--- src/rtl/frame_addr_gen_pkg.sv ---
// Shared types and sizing helpers for the frame-buffer read address generator.
package frame_addr_pkg;

    typedef enum logic [1:0] {
        SYNC = 2'd0,
        SCAN = 2'd1,
        DONE = 2'd2
    } fag_state_t;

    localparam int FRAME_W_QQVGA = 160;
    localparam int FRAME_H_QQVGA = 120;

    function automatic int fag_addr_bits(input int banks, input int w, input int h);
        return $clog2(banks * w * h);
    endfunction

endpackage

--- src/rtl/frame_addr_gen_if.sv ---
// Handshake between the VGA timing/enable logic (master) and the address generator (slave).
interface frame_addr_if #(
    parameter int ADDR_W = 17
);
    logic              enable;
    logic              vsync;
    logic              swap_req;
    logic [ADDR_W-1:0] address;
    logic              addr_valid;
    logic              bank_sel;
    logic              frame_done;

    modport master (
        output enable, vsync, swap_req,
        input  address, addr_valid, bank_sel, frame_done
    );

    modport slave (
        input  enable, vsync, swap_req,
        output address, addr_valid, bank_sel, frame_done
    );
endinterface

--- src/rtl/frame_addr_gen_rep_counter.sv ---
// Modulo-N counter with synchronous clear; exposes next value and a wrap pulse for cascading.
module rep_counter #(
    parameter int N = 2,
    parameter int W = (N > 1) ? $clog2(N) : 1
) (
    input  logic         clk25,
    input  logic         rst,
    input  logic         clr,
    input  logic         en,
    output logic [W-1:0] count,
    output logic [W-1:0] count_nxt,
    output logic         wrap
);

    always_comb begin
        count_nxt = count;
        wrap      = 1'b0;
        if (clr) begin
            count_nxt = '0;
        end else if (en) begin
            if (count == W'(N - 1)) begin
                count_nxt = '0;
                wrap      = 1'b1;
            end else begin
                count_nxt = count + 1'b1;
            end
        end
    end

    always_ff @(posedge clk25 or negedge rst) begin
        if (!rst) count <= '0;
        else      count <= count_nxt;
    end

endmodule

--- src/rtl/frame_addr_gen.sv ---
// Frame-buffer read address generator with pixel/line replication and ping-pong banks.
// state | meaning
// SYNC  | held at frame start, counters zero, address = bank base
// SCAN  | live pixels, address advances on enable
// DONE  | last pixel consumed, address holds until next vsync cycle
module frame_addr_gen
    import frame_addr_pkg::*;
#(
    parameter int H_PIX   = FRAME_W_QQVGA,
    parameter int V_LINES = FRAME_H_QQVGA,
    parameter int SCALE   = 1,
    parameter int BANKS   = 1,
    parameter int ADDR_W  = 17
) (
    input  logic          clk25,
    input  logic          rst,
    frame_addr_if.slave   bus
);

    if (!(SCALE == 1 || SCALE == 2 || SCALE == 4)) begin : g_bad_scale
        $error("frame_addr_gen: SCALE must be 1, 2 or 4");
    end
    if (!(BANKS == 1 || BANKS == 2)) begin : g_bad_banks
        $error("frame_addr_gen: BANKS must be 1 or 2");
    end
    if (ADDR_W < fag_addr_bits(BANKS, H_PIX, V_LINES)) begin : g_bad_addr_w
        $error("frame_addr_gen: ADDR_W too small for frame storage");
    end

    localparam int SW = (SCALE > 1) ? $clog2(SCALE) : 1;
    localparam int XW = $clog2(H_PIX);
    localparam int YW = $clog2(V_LINES);
    localparam logic [ADDR_W-1:0] BANK1_BASE = ADDR_W'(H_PIX * V_LINES);
    localparam logic [ADDR_W-1:0] LINE_STEP  = ADDR_W'(H_PIX);

    function automatic logic [ADDR_W-1:0] bank_base(input logic b);
        return b ? BANK1_BASE : '0;
    endfunction

    fag_state_t state, state_nxt;

    logic [SW-1:0]     xr_cnt, xr_nxt, yr_cnt, yr_nxt;
    logic [XW-1:0]     x_cnt, x_nxt;
    logic [YW-1:0]     y_cnt, y_nxt;
    logic              xr_wrap, x_wrap, yr_wrap, y_wrap;
    logic [ADDR_W-1:0] line_base, line_base_nxt;
    logic [ADDR_W-1:0] address_q, address_nxt;
    logic              addr_valid_q, frame_done_q;
    logic              bank_q, bank_nxt, swap_pend, pend_nxt;
    logic              vsync_prev, vsync_fall;
    logic              clr, at_last, advance, step, consume_last;
    logic              unused_nxt;

    assign clr          = !bus.vsync;
    assign vsync_fall   = vsync_prev && !bus.vsync;
    assign at_last      = (xr_cnt == SW'(SCALE - 1)) && (x_cnt == XW'(H_PIX - 1)) &&
                          (yr_cnt == SW'(SCALE - 1)) && (y_cnt == YW'(V_LINES - 1));
    assign advance      = (state == SCAN) && bus.vsync && bus.enable;
    // Counters freeze on the final pixel so DONE keeps pointing at it.
    assign step         = advance && !at_last;
    assign consume_last = advance && at_last;
    assign unused_nxt   = ^{xr_nxt, yr_nxt, y_nxt};

    rep_counter #(.N(SCALE))   u_xr (.clk25(clk25), .rst(rst), .clr(clr), .en(step),
                                     .count(xr_cnt), .count_nxt(xr_nxt), .wrap(xr_wrap));
    rep_counter #(.N(H_PIX))   u_x  (.clk25(clk25), .rst(rst), .clr(clr), .en(xr_wrap),
                                     .count(x_cnt), .count_nxt(x_nxt), .wrap(x_wrap));
    rep_counter #(.N(SCALE))   u_yr (.clk25(clk25), .rst(rst), .clr(clr), .en(x_wrap),
                                     .count(yr_cnt), .count_nxt(yr_nxt), .wrap(yr_wrap));
    rep_counter #(.N(V_LINES)) u_y  (.clk25(clk25), .rst(rst), .clr(clr), .en(yr_wrap),
                                     .count(y_cnt), .count_nxt(y_nxt), .wrap(y_wrap));

    always_comb begin
        line_base_nxt = line_base;
        if (clr)                     line_base_nxt = '0;
        else if (yr_wrap && !y_wrap) line_base_nxt = line_base + LINE_STEP;
    end

    // A request landing on the swap edge itself is kept for the following frame.
    always_comb begin
        bank_nxt = 1'b0;
        pend_nxt = 1'b0;
        if (BANKS == 2) begin
            bank_nxt = bank_q;
            pend_nxt = swap_pend || bus.swap_req;
            if (vsync_fall && swap_pend) begin
                bank_nxt = !bank_q;
                pend_nxt = bus.swap_req;
            end
        end
    end

    always_comb begin
        state_nxt = state;
        if (!bus.vsync) begin
            state_nxt = SYNC;
        end else begin
            case (state)
                SYNC:    state_nxt = SCAN;
                SCAN:    if (consume_last) state_nxt = DONE;
                DONE:    state_nxt = DONE;
                default: state_nxt = SYNC;
            endcase
        end
    end

    always_comb begin
        address_nxt = address_q;
        if (!bus.vsync)           address_nxt = bank_base(bank_nxt);
        else if (state == SYNC)   address_nxt = bank_base(bank_q);
        else if (step)            address_nxt = bank_base(bank_q) + line_base_nxt + ADDR_W'(x_nxt);
    end

    always_ff @(posedge clk25 or negedge rst) begin
        if (!rst) state <= SYNC;
        else      state <= state_nxt;
    end

    always_ff @(posedge clk25 or negedge rst) begin
        if (!rst) begin
            address_q    <= '0;
            addr_valid_q <= 1'b0;
            frame_done_q <= 1'b0;
            bank_q       <= 1'b0;
            swap_pend    <= 1'b0;
            vsync_prev   <= 1'b1;
            line_base    <= '0;
        end else begin
            address_q    <= address_nxt;
            addr_valid_q <= (state_nxt == SCAN);
            frame_done_q <= consume_last;
            bank_q       <= bank_nxt;
            swap_pend    <= pend_nxt;
            vsync_prev   <= bus.vsync;
            line_base    <= line_base_nxt;
        end
    end

    assign bus.address    = address_q;
    assign bus.addr_valid = addr_valid_q;
    assign bus.frame_done = frame_done_q;
    assign bus.bank_sel   = bank_q;

endmodule

--- src/flat_wrapper.sv ---
// flat-port wrapper written by rule: the top's interface ports become plain ports
module frame_addr_gen_flat import frame_addr_pkg::*;
#(
    parameter int H_PIX   = FRAME_W_QQVGA,
    parameter int V_LINES = FRAME_H_QQVGA,
    parameter int SCALE   = 1,
    parameter int BANKS   = 1,
    parameter int ADDR_W  = 17
)
  (clk25, rst, bus_enable, bus_vsync, bus_swap_req, bus_address, bus_addr_valid, bus_bank_sel, bus_frame_done);
  frame_addr_if #(.ADDR_W(ADDR_W)) bus_i ();
  input  logic clk25;
  input  logic rst;
  input wire logic [$bits(bus_i.enable)-1:0] bus_enable;
  input wire logic [$bits(bus_i.vsync)-1:0] bus_vsync;
  input wire logic [$bits(bus_i.swap_req)-1:0] bus_swap_req;
  output wire logic [$bits(bus_i.address)-1:0] bus_address;
  output wire logic [$bits(bus_i.addr_valid)-1:0] bus_addr_valid;
  output wire logic [$bits(bus_i.bank_sel)-1:0] bus_bank_sel;
  output wire logic [$bits(bus_i.frame_done)-1:0] bus_frame_done;
  assign bus_i.enable = bus_enable;
  assign bus_i.vsync = bus_vsync;
  assign bus_i.swap_req = bus_swap_req;
  assign bus_address = bus_i.address;
  assign bus_addr_valid = bus_i.addr_valid;
  assign bus_bank_sel = bus_i.bank_sel;
  assign bus_frame_done = bus_i.frame_done;
  frame_addr_gen #(.H_PIX(H_PIX), .V_LINES(V_LINES), .SCALE(SCALE), .BANKS(BANKS), .ADDR_W(ADDR_W)) u_core (.clk25(clk25), .rst(rst), .bus(bus_i));
endmodule
--- config.mk ---
export PLATFORM = sky130hd
export DESIGN_NAME = frame_addr_gen_flat
export DESIGN_NICKNAME = d
export VERILOG_FILES = /design/src/rtl/frame_addr_gen_pkg.sv /design/src/rtl/frame_addr_gen_if.sv /design/src/rtl/frame_addr_gen_rep_counter.sv /design/src/rtl/frame_addr_gen.sv /design/src/flat_wrapper.sv
export SDC_FILE = /design/constraint.sdc
export NUM_CORES = 1
export LEC_CHECK = 0
export BUFFER_PORTS_ARGS = -buffer_cell sky130_fd_sc_hd__buf_4
export CAP_MARGIN = 20
export CORE_UTILIZATION = 60
export CTS_CLUSTER_SIZE = 24
export DETAILED_ROUTE_END_ITERATION = 8
export PLACE_DENSITY = 0.84
export SYNTH_ARGS = -nofsm -noshare
export SYNTH_HDL_FRONTEND = slang
export SYNTH_HIERARCHICAL = 1
export SYNTH_SLANG_ARGS = --single-unit
--- constraint.sdc ---
create_clock -name clk25 -period 10.4 [get_ports clk25]
set_input_delay 0 -clock clk25 [delete_from_list [all_inputs] [get_ports clk25]]
set_output_delay 0 -clock clk25 [all_outputs]
set_load 0.02 [all_outputs]
## Word-level counts from Yosys, hierarchy flattened

Cells that the tools add are included.

- Add/sub/neg operators: 6
- Equal/unequal tests: 9
- Mux-type cells: 32
- Bitwise gates (word level): 2
- Reduce and logical (&&, ||, !) cells: 11

Operators with widths:

| operator | number |
|---|---|
| $mux 17 | 5 |
| $mux 8 | 3 |
| $mux 7 | 3 |
| $mux 1 | 18 |
| $add 17x8->17 | 1 |
| $add 17x8->17 const B | 1 |
| $add 8x1->8 const B | 1 |
| $eq 8x8->1 const B | 1 |
| $logic_and 1x1->1 | 8 |
| $add 7x1->7 const B | 1 |
| $eq 7x7->1 const B | 1 |
| $ne 2x1->1 const B | 3 |
| $pmux 2 s3 | 1 |
| $eq 2x1->1 const B | 2 |
| $mux 2 | 2 |
| $ne 3x1->1 const B | 1 |
| $add 1x1->1 const B | 2 |
| $eq 2x2->1 const B | 1 |
| $logic_not 1->1 | 2 |
| $logic_not 2->1 | 1 |
| $not 1->1 | 2 |

- Bits in registers: 55
- Bits of input ports: 5
- Output and inout port bits: 20
- Logic and storage cells: 69

## Logic depth before layout (Yosys ltp)

Gate-level depths: netlist of run 1.

- Word-level depth: 22
- Gate-level depth with buffers: 22
- Gate-level depth less buffers: 21

## Modules after synthesis

The synthesis of run 1 kept the hierarchy.

By module, submodules not included:

| module | instances | cells each | area an instance (sq um) | seq. area each (sq um) |
|---|---|---|---|---|
| frame_addr_gen | 1 | 249 | 2,376.0 | 950.9 |
| rep_counter (u_core.u_x) | 1 | 45 | 457.9 | 200.2 |
| rep_counter (u_core.u_y) | 1 | 40 | 395.4 | 175.2 |
| rep_counter (u_core.u_xr ...) | 2 | 3 | 40.0 | 25.0 |

## Worst setup path after synthesis of run 1

No wires, ideal clock.

- Path type: register to register
- Start: register u_core.u_x.count[3]
- End: register u_core.address_q[11], in the netlist u_core/bus.address[11]
- Library setup time: 0.130 ns
- Arrival: 5.067 ns
- Data required time: 10.270 ns
- Slack: 5.203 ns
- Cell stages (with the launch flop): 22
- Buffers on the path: 1
- Period minus slack after synthesis: 5.197 ns
- Path through: dfrtp_1 > and4b_1 > nand3_1 > o31ai_2 > inv_1 > nor3b_1 > buf_4 > nand3_1 > nor4_1 > nor3b_1 > nand3_4 > nor4_1 > nand2b_1 > mux2i_1 > nor2_1 > ha_1 > a2111oi_0 > o21ai_1 > a31oi_1 > and4bb_1 > xnor2_1 > o21ai_1

- Longest elaborated chain between the ends: 22
- Elaborated cells between the ends (all ways): 28
- Classes of those cells: add/sub: 2; eq/ne: 2; mux: 17; reduce/logical: 7

RTL lines:

| element | RTL line | text |
|---|---|---|
| start, declared | frame_addr_gen_rep_counter.sv:10 | `output logic [W-1:0] count,` |
| start signal, assigned | frame_addr_gen_rep_counter.sv:32 | `else count <= count_nxt;` |
| $eq 8x8->1 | frame_addr_gen.sv:56 | `assign at_last = (xr_cnt == SW'(SCALE - 1)) && (x_cnt == XW'(H_PIX - 1)) &&` |
| $logic_and 1x1->1 (2 in a row) | frame_addr_gen.sv:56 |  |
| $logic_and 1x1->1 | frame_addr_gen.sv:57 | `(yr_cnt == SW'(SCALE - 1)) && (y_cnt == YW'(V_LINES - 1));` |
| $logic_not 1->1 | frame_addr_gen.sv:60 | `assign step = advance && !at_last;` |
| $logic_and 1x1->1 | frame_addr_gen.sv:60 |  |
| net u_core.step | frame_addr_gen.sv:51 | `logic clr, at_last, advance, step, consume_last;` |
| $mux 1 | frame_addr_gen_rep_counter.sv:20 | `end else if (en) begin` |
| $mux 1 | frame_addr_gen_rep_counter.sv:18 | `if (clr) begin` |
| net u_core.xr_wrap | frame_addr_gen.sv:45 | `logic xr_wrap, x_wrap, yr_wrap, y_wrap;` |
| [... 2 more ...] | -- |  |
| net u_core.x_wrap | frame_addr_gen.sv:45 |  |
| [... 2 more ...] | -- |  |
| net u_core.yr_wrap | frame_addr_gen.sv:45 |  |
| [... 2 more ...] | -- |  |
| net u_core.y_wrap | frame_addr_gen.sv:45 |  |
| [... 1 more ...] | -- |  |
| $logic_and 1x1->1 | frame_addr_gen.sv:76 | `else if (yr_wrap && !y_wrap) line_base_nxt = line_base + LINE_STEP;` |
| $mux 17 | frame_addr_gen.sv:76 |  |
| $mux 17 | frame_addr_gen.sv:75 | `if (clr) line_base_nxt = '0;` |
| net u_core.line_base_nxt[6] | frame_addr_gen.sv:46 | `logic [ADDR_W-1:0] line_base, line_base_nxt;` |
| $add 17x8->17 | frame_addr_gen.sv:111 | `else if (step) address_nxt = bank_base(bank_q) + line_base_nxt + ADDR_W'(x_nxt);` |
| $mux 17 | frame_addr_gen.sv:111 |  |
| $mux 17 | frame_addr_gen.sv:110 | `else if (state == SYNC) address_nxt = bank_base(bank_q);` |
| $mux 17 | frame_addr_gen.sv:109 | `if (!bus.vsync) address_nxt = bank_base(bank_nxt);` |
| end signal, assigned | frame_addr_gen.sv:129 | `address_q <= address_nxt;` |
| end, declared | frame_addr_gen.sv:47 | `logic [ADDR_W-1:0] address_q, address_nxt;` |

The timed path passes the listed nets, and every way through them passes these cells. The select of a mux whose other input is x is not followed.
A chain may end at the register's enable or synchronous reset.

## Final worst setup path of run 1

- Start: register u_core.u_x.count[2]
- End: register u_core.address_q[11], in the netlist u_core/bus.address[11]

The elaborated chain is that of the path after synthesis.

==> results of run 1 <==
## cell type report
cell class / instances / area (um2) / area share, %
clock buffer: 6 / 82.6 / 2.26
sequential: 55 / 1380 / 37.6
inverter: 14 / 52.6 / 1.44
tap: 70 / 87.6 / 2.39
timing repair buffer: 27 / 203 / 5.54
multi-input combinational: 258 / 1820 / 49.8
clock inverter: 2 / 35.0 / 0.958
## metrics by stage
stage	total power [mW]	cell area (um2)	worst slack (ns)	cells
2_1_floorplan	0.229	3310	5.20	340
3_3_place_gp	0.236	3530	4.13	422
3_5_place_dp	0.237	3530	4.04	422
4_1_cts	0.381	3650	4.00	431
5_1_grt	0.392	3660	3.90	432
6_report	0.380	3660	4.37	432
## flip-flops by register name, indices dropped and copies added (netlist names)
name	cells
u_core/u_yr/count	1
u_core/line_base	17
u_core/bus.frame_done	1
u_core/u_x/count	8
u_core/state	2
u_core/bus.address	17
u_core/u_y/count	7
u_core/u_xr/count	1
u_core/bus.addr_valid	1
## critical path: stages (launching register included)
cell and delay [ns]:
dfrtp_1 0.48, and4b_1 0.23, nand3_1 0.16, o31ai_4 0.09
buf_4 0.23, inv_1 0.22, nor3b_1 0.36, buf_2 0.27
nand3_1 0.12, nor4_1 0.33, nor3b_1 0.24, buf_4 0.22
nand3_4 0.12, nor4_1 0.37, nand2b_1 0.30, mux2i_1 0.21
nor2_1 0.07, ha_1 0.36, a2111oi_0 0.41, o21ai_1 0.16
a31oi_1 0.48, and4bb_1 0.26, xnor2_1 0.14, o21ai_1 0.07
## repair_timing
item,CTS,global route
endpoints found under the hold margin,55,0
buffers inserted,0,0
hold buffers,1,0
## Yosys cell counts, drive strengths merged, types with 2 or more instances
master	n
dfrtp	55
nand3	29
o21ai	27
nor2	24
nand2	17
nor3	16
inv	14
xnor2	14
a21oi	11
ha	11
nor4	10
xor2	10
mux2i	9
nand2b	8
nor3b	8
clkbuf	7
and2	6
buf	6
nand4	5
nor2b	5
o21a	4
o31ai	4
a2111oi	3
a211oi	3
o211ai	3
a211o	2
a21o	2
and3	2
nand3b	2
nor4bb	2
or4	2
## worst paths after layout
check | startpoint | end | slack (ns)
setup / recovery | u_core/u_x/count[2] | u_core/bus.address[11] | 4.37
hold / removal | bus_enable | u_core/bus.frame_done | 0.03
setup reg to reg | u_core/u_x/count[2] | u_core/bus.address[11] | 4.37
hold reg to reg | u_core/line_base[0] | u_core/line_base[0] | 0.50
max in group asynchronous | rst | u_core/u_y/count[6] | 9.65
min in group asynchronous | rst | u_core/u_x/count[0] | 0.26
## power by group
group | internal [mW] | total, mW | switching (mW)
Clock | 0.0780 | 0.147 | 0.0692
Combinational | 0.00356 | 0.0169 | 0.0134
Sequential | 0.215 | 0.216 | 0.00104
Total | 0.296 | 0.380 | 0.0836
## routing by layer
metal	vias up	GRT usage (%)
li1	1277	-
met2	87	44.4
met1	1324	36.2
met5	-	0
met4	0	9.04
met3	20	4.07
## kinds of logic after synthesis
kind of cell    count (synthesis)
xor+xnor                       24
other cells                     1
flops                          55
fa+ha+maj                      12
compound gates                 69
mux                             9
simple gates                  143
buf+inv                        27
==> summary.md, run 1 <==
| Metric | Value |
|---|---|
| Status | finished clean |
| Die width | 76.3 um |
| Lkg Pwr | 1.57 nW |
| Global route overflow | 0 |
| Post-synthesis mux area share | 2.72% |
| Simple-Gate Fraction of Synth Area | 26.3% |
| Maximum vdd drop | 0.0874 mV |
| RSZ-0062 raised after global routing | no |
| Adder-Cell Fraction of Synth Area | 4.76% |
| Die area | 5820 um2 |
| Fraction of layout cells with a size suffix above 1 | 14.4% |
| Gr usage total | 26.9% |
| Finished Core Util | 70.3% |
| PwrDens | 104 nW/um2 |
| Inserted Clock Buffers | 5 |
| Ant diodes | 0 |
| Top cells by area, synth | dfrtp_1 (42%), nand3_1 (4.2%), ha_1 (4.2%) |
| Final Hold Viols | 0 |
| Slew @ Worst Pin | 1.04 ns |
| H-Tree Depth | 2 |
| Ys async rst share | 100% |
| Worst Path Arrival | 6.22 ns |
| Layout Skew | 0.00800 ns |
| # fillers | 388 |
| Most frequent cells in the layout | dfrtp_1 (55), nand3_1 (28), buf_4 (25) |
| Post-Route WL | 7270 um |
| Compound-gate portion of the synthesized area | 14.5% |
| Layout Nets | 378 |
| Worst EP required | 10.60 ns |
| Synth Flop Type | dfrtp_1 |
| Initial antenna violation count | 0 |
| Port-buffer cells | 22 |
| Via count | 2,708 |
| DR WL met3 | 385 um |
| Largest net degree at the start of global routing | 56 |
| Vias in the first global route | 2,605 |
| Commonest non-fill, non-tap cell in the layout | dfrtp_1 |
| Synth cell types | 63 |
| Final setup violation count | 0 |
| Total Neg Setup Slack | 0 ns |
| Post-Syn Area | 3310 um2 |
| Clk sinks | 55 |
| Final ANT Viol Nets | 0 |
| Post-synth EDFFs | 0 |
| Flop and latch count out of synthesis | 55 |
| CTS Root Cell | clkbuf_8 |
| CP startpoint kind | flip-flop |
| First-iteration detailed-routing DRC count | 178 |
| Largest family of logic cells by synthesized area | simple AND/OR/NAND/NOR gates |
| Synth top area share | 41.6% |
| Area Growth Syn to Fin | 10.5% |
| Critical path peak fanout | 34 |
| Synth Warn # | 6 |
| Worst hold path type | input pin to flip-flop |
| 1st-pass router iterations | 4 |
| Max-cap viol count | 0 |
| Wire length on met1 | 3210 um |
| Worst slew margin | 30.6% |
| Worst skew pair latency | 0.31 ns |
| Final period util | 57.9% |
| Synth Instances | 340 |
| Die height | 76.3 um |
| Area of the core | 5200 um2 |
| Largest area contributor in the synthesized netlist | dfrtp_1 |
| Final Max Tran Viols | 0 |
| Sequential-to-total area share from yosys stat | 41.6% |
| Top layer in use | met4 |
| Clk buf depth | 2 |
| IO Pins | 25 |
| First-pass GRT wire length | 12,500 um |
| Detailed Place HPWL | 5080 um |
| Hold Crit Depth | 3 |
| XOR/XNOR Fraction of Synth Area | 6.35% |
| Setup CP Type | flip-flop to flip-flop |
| Post-DR vias/cell | 6.27 |
| WL met2 | 3490 um |
| CTS tree | done |
| DRC violations left | 0 |
| Post_cts resized | 0 |
| Net Count, Synth | 357 |
| Fin crit period | 6.03 ns |
| Initial Util | 63.6% |
| Hold WS | 0.0323 ns |
| Achievable Freq | 166 MHz |
| Clock slew at the register clock pins of the worst setup and hold paths | 0.10 ns |
| Row Count | 26 |
| Register-to-Register Path Depth | 23 |
| CP Capture Type | flip-flop |
| Syn Area/Cell | 9.73 um2 |
| Gpl congestion | 0.890 |
| Drt wl/cell | 16.8 um |
Power figures use the tool's default switching activity.
==> run 2: changes to the inputs <==
Clock period 10.4 ns to 6.15 ns, I/O delays scaled along.
==> summary.md, run 2 (synthesized netlist as in run 1, its figures left out) <==
| Metric | Value |
|---|---|
| RSZ-0062 raised after global routing | no |
| Initial antenna violation count | 0 |
| Fin crit period | 5.60 ns |
| Switching pwr | 0.143 mW |
| Initial Util | 63.6% |
| Fin area | 3660 um2 |
| Clock slew at the register clock pins of the worst setup and hold paths | 0.10 ns |
| Worst EP required | 6.35 ns |
| # Post-CTS Setup Buffers | 0 |
| Clk sinks | 55 |
| Final Max Tran Viols | 0 |
| CTS Root Cell | clkbuf_8 |
| Post-Route WL | 7120 um |
| IO Pins | 25 |
| Layout Skew | 0.00501 ns |
| First-iteration detailed-routing DRC count | 187 |
| Commonest non-fill, non-tap cell in the layout | dfrtp_1 |
| CP Capture Type | flip-flop |
| Final setup violation count | 0 |
| Worst Path Buf+Inv | 2 |
| CTS tree | done |
| Hold WS | 0.0517 ns |
| Tot Pwr | 0.644 mW |
| DRC violations left | 0 |
| Setup CP Type | flip-flop to flip-flop |
| Vias in the first global route | 2,603 |
| Global route overflow | 0 |
| Multi-input logic area | 1820 um2 |
| Sw Share | 22.2% |
| Clock share of power | 39.0% |
| Seq pwr share | 56.6% |
| Worst hold path type | input pin to flip-flop |
| Die width | 76.3 um |
| Drt wl/cell | 16.5 um |
| CP max stage delay | 0.45 ns |
| H-Tree Depth | 2 |
| Gr usage total | 26.8% |
| Row Count | 26 |
| Layout Nets | 378 |
| FF/Latch Area | 1380 um2 |
| Post-DR vias/cell | 6.13 |
| Most frequent cells in the layout | dfrtp_1 (55), nand3_1 (28), buf_4 (26) |
| Clk buf depth | 2 |
| Worst slew margin | 33.1% |
| Area of the core | 5200 um2 |
| Critical path peak fanout | 8 |
| Slowest cell on crit path | nor3b_1 |
| PwrDens | 176 nW/um2 |
| First-pass GRT wire length | 12,400 um |
| Post_cts resized | 0 |
| CP startpoint kind | flip-flop |
| Achievable Freq | 179 MHz |
| Gpl congestion | 0.878 |
| # fillers | 391 |
| Status | finished clean |
| Placed inst area | 3530 um2 |
| Ant diodes | 0 |
| Final period util | 91.0% |
| Worst Path Arrival | 5.80 ns |
| Total Neg Setup Slack | 0 ns |
| Die height | 76.3 um |
| Port-buffer cells | 22 |
| Via count | 2,648 |
| Slew @ Worst Pin | 1.00 ns |
| Maximum vdd drop | 0.155 mV |
| Max-cap viol count | 0 |
| CTS Hold Bufs | 1 |
| Fraction of layout cells with a size suffix above 1 | 14.4% |
| Inserted Clock Buffers | 5 |
| Worst skew pair latency | 0.32 ns |
| Detailed Place HPWL | 4840 um |
| 1st-pass router iterations | 5 |
| Crit-path cells | nor2b_1 -> and3_1 -> o31ai_4 -> inv_1 -> nor3b_1 -> buf_4 -> nand3_1 -> nor4_1 -> nor3b_1 -> nand3_4 -> nor4_1 -> nand2b_1 -> mux2i_1 -> nor2_1 -> ha_1 -> a2111oi_0 -> o21ai_1 -> a31oi_1 -> and4bb_1 -> xnor2_1 -> o21ai_1 |
| Final ANT Viol Nets | 0 |
| Largest net degree at the start of global routing | 56 |
| Final Hold Viols | 0 |
| Lkg Pwr | 1.57 nW |
| Crit-path leading delay family | simple AND/OR/NAND/NOR gates |
| Area Growth Syn to Fin | 10.6% |
| Die area | 5820 um2 |
| P_int | 0.501 mW |
| Combinational share of power | 4.4% |
run 2: final timing paths:
kind / end / cells after the start / slack [ns] / startpoint
setup reg to reg: u_core/bus.address[11] / 21 / 0.55 / u_core/state[1]
setup / recovery: u_core/bus.address[11] / 21 / 0.55 / u_core/state[1]
hold reg to reg: u_core/line_base[3] / 1 / 0.50 / u_core/line_base[3]
hold / removal: u_core/bus.frame_done / 3 / 0.05 / bus_enable
min in group asynchronous: u_core/u_x/count[6] / 2 / 0.27 / rst
max in group asynchronous: u_core/line_base[6] / 2 / 5.44 / rst
run 2: area by class of cell:
| type | instances | area share [%] |
|---|---|---|
| sequential | 55 | 37.6 |
| multi-input combinational | 258 | 49.8 |
| tap | 70 | 2.39 |
| timing repair buffer | 27 | 5.60 |
| clock inverter | 2 | 0.957 |
| clock buffer | 6 | 2.26 |
| inverter | 14 | 1.44 |
run 2: power by group through the flow:
stage	combinational (mW)	clock, mW	sequential [mW]
6_report	0.0285	0.251	0.365
5_1_grt	0.0318	0.273	0.365
4_1_cts	0.0289	0.256	0.365
3_3_place_gp	0.0279	0	0.372
2_1_floorplan	0.0143	0	0.372
3_5_place_dp	0.0281	0	0.372
run 2: tightest hold or removal path, cell delays in order:
cell and delay [ns]:
buf_4 0.12, nand3_1 0.09, nor4_1 0.10
run 2: layer usage:
metal | up-vias | wire length [um] | track usage [%]
met2 | 74 | 3350 | 42.4
met3 | 13 | 336 | 5.39
li1 | 1269 | - | -
met1 | 1292 | 3280 | 36.1
met4 | 0 | 147 | 10.8
met5 | - | 0 | 0
run 2: through the flow:
step / cells / setup slack, ns / utilization [%]
after floorplan: 340 / 0.953 / -
after global placement: 423 / 0.840 / 67.9
after detailed placement: 423 / 0.705 / 67.9
after CTS: 432 / 0.634 / 70.3
after global routing: 432 / 0.139 / 70.3
final: 432 / 0.551 / 70.3
==> run 3: changes to the inputs <==
Settings changed: BUFFER_PORTS_ARGS -buffer_cell sky130_fd_sc_hd__buf_4 to -buffer_cell sky130_fd_sc_hd__buf_2, CTS_BUF_LIST from default to sky130_fd_sc_hd__clkbuf_8, PLACE_DENSITY 0.84 to 0.82.
==> summary.md, run 3 (synthesized netlist as in run 1, its figures left out) <==
| Metric | Value |
|---|---|
| Status | finished clean |
| Post_cts resized | 0 |
| Fin crit period | 5.60 ns |
| 1st-pass router iterations | 4 |
| HP Start | bus_enable |
| Worst slew margin | 29.2% |
| Final setup violation count | 0 |
| P_int | 0.487 mW |
| Drt wl/cell | 16.2 um |
| Gpl congestion | 0.865 |
| Clock share of power | 36.9% |
| Tot Pwr | 0.624 mW |
| Final period util | 91.0% |
| Critical R2R Capture | u_core/bus.address[11] |
| Worst Hold End | u_core/bus.frame_done |
| Setup CP Type | flip-flop to flip-flop |
| Hold Crit Depth | 3 |
| Layout Nets | 380 |
| Combinational share of power | 4.6% |
| Final ANT Viol Nets | 0 |
| Finished Core Util | 69.3% |
| Vias in the first global route | 2,644 |
| Post-Route WL | 7030 um |
| Port-buffer cells | 22 |
| Clk buf depth | 2 |
| Row Count | 26 |
| DRC violations left | 0 |
| Final Hold Viols | 0 |
| Global route overflow | 0 |
| Maximum vdd drop | 0.123 mV |
| Switching pwr | 0.137 mW |
| Lkg Pwr | 1.57 nW |
| Worst Path Arrival | 5.78 ns |
| Max-cap viol count | 0 |
| Hold WS | 0.00843 ns |
| CP max stage delay | 0.46 ns |
| Sw Share | 21.9% |
| IO Pins | 25 |
| Layout Skew | 0.00753 ns |
| Worst EP required | 6.34 ns |
| Slowest cell on crit path | dfrtp_1 |
| Clock slew at the register clock pins of the worst setup and hold paths | 0.10 ns |
| Worst Path Buf+Inv | 2 |
| Final Max Tran Viols | 0 |
| Crit-path cells | and4b_1 -> nand3_1 -> o31ai_4 -> inv_1 -> nor3b_1 -> buf_4 -> nand3_1 -> nor4_1 -> nor3b_1 -> nand3_4 -> nor4_1 -> nand2b_1 -> mux2i_1 -> nor2_1 -> ha_1 -> a2111oi_0 -> o21ai_1 -> a31oi_1 -> and4bb_1 -> xnor2_1 -> o21ai_1 |
| Crit-path leading delay family | simple AND/OR/NAND/NOR gates |
| Worst hold path type | input pin to flip-flop |
| Inserted Clock Buffers | 5 |
| Slew @ Worst Pin | 1.06 ns |
| Post-DR vias/cell | 6.21 |
| Initial Util | 63.6% |
| Flop2flop setup slack | 0.55 ns |
| First-iteration detailed-routing DRC count | 190 |
| Largest net degree at the start of global routing | 56 |
| Gr usage total | 26.8% |
| Area Growth Syn to Fin | 8.96% |
| H-Tree Depth | 2 |
| Ant diodes | 0 |
| Die height | 76.3 um |
| Most frequent cells in the layout | dfrtp_1 (55), nand3_1 (28), nor2_1 (23) |
| Critical path peak fanout | 8 |
| Commonest non-fill, non-tap cell in the layout | dfrtp_1 |
| Clk sinks | 55 |
| CTS tree | done |
| Initial antenna violation count | 0 |
| Die width | 76.3 um |
| Achievable Freq | 179 MHz |
| PwrDens | 173 nW/um2 |
| Fraction of layout cells with a size suffix above 1 | 14.3% |
| RSZ-0062 raised after global routing | no |
| CP startpoint kind | flip-flop |
| Detailed Place HPWL | 5020 um |
| Worst skew pair latency | 0.31 ns |
| Via count | 2,687 |
| CP Capture Type | flip-flop |
| Area of the core | 5200 um2 |
| First-pass GRT wire length | 12,500 um |
| Die area | 5820 um2 |
| CTS Root Cell | clkbuf_8 |
| Seq pwr share | 58.5% |
| R2r startpoint | u_core/u_x/count[3] |
| Total Neg Setup Slack | 0 ns |
| Register-to-Register Path Depth | 21 |
run 3: cell count changes in the layout (fill, tap and decap cells not counted), sizes merged:
cell,previous run,this run
clkinv,1,0
clkbuf,6,5
inv,14,15
buf,26,28
run 3: worst max-delay path by stage:
stage	startpoint	to	slack (ns)	depth (start not counted)
floorplan	u_core/u_x/count[3]	u_core/bus.address[11]	0.95	21
global placement	u_core/u_x/count[3]	u_core/bus.address[11]	0.83	21
detailed placement	u_core/u_x/count[3]	u_core/bus.address[11]	0.62	21
CTS	u_core/u_x/count[3]	u_core/bus.address[11]	0.55	21
global route	u_core/u_x/count[5]	u_core/bus.address[11]	0.13	21
finish	u_core/u_x/count[3]	u_core/bus.address[11]	0.55	21
run 3: tightest hold or removal path: cells and delay by family:
kind                   cells  cell delay (ns)
and+or+nand+nor            2             0.16
buffers and inverters      1             0.11
run 3: area by class of cell:
cell class | count | area [um2]
fill | 407 | 1600
tap | 70 | 87.6
sequential | 55 | 1380
multi-input combinational | 258 | 1820
inverter | 14 | 52.6
timing repair buffer | 29 | 165
clock buffer | 5 | 68.8
clock inverter | 2 | 33.8
run 3: stage by stage:
| step | cell area [um2] | cells | setup WS [ns] |
|---|---|---|---|
| after detailed placement | 3490 | 425 | 0.619 |
| final | 3610 | 433 | 0.553 |
| after floorplan | 3310 | 340 | 0.953 |
| after global routing | 3610 | 433 | 0.133 |
| after CTS | 3610 | 433 | 0.548 |
| after global placement | 3490 | 425 | 0.830 |
run 3: layer usage:
| metal | share of wire [%] | GRT usage (%) |
|---|---|---|
| met1 | 44 | 35.4 |
| met2 | 49 | 44.5 |
| met3 | 4.6 | 4.19 |
| met4 | 2.5 | 10.4 |
| met5 | 0 | 0 |
run 3: power by group through the flow:
stage	logic, mW	clock network, mW	registers, mW
final	0.0287	0.230	0.365
after global routing	0.0324	0.247	0.365
after CTS	0.0294	0.232	0.365
after detailed placement	0.0289	0	0.372
after global placement	0.0284	0	0.372
after floorplan	0.0143	0	0.372
run 3: timing repair:
item	in CTS	in global routing
buffers inserted	0	0
hold buffers	1	0
endpoints found under the hold margin	55	0
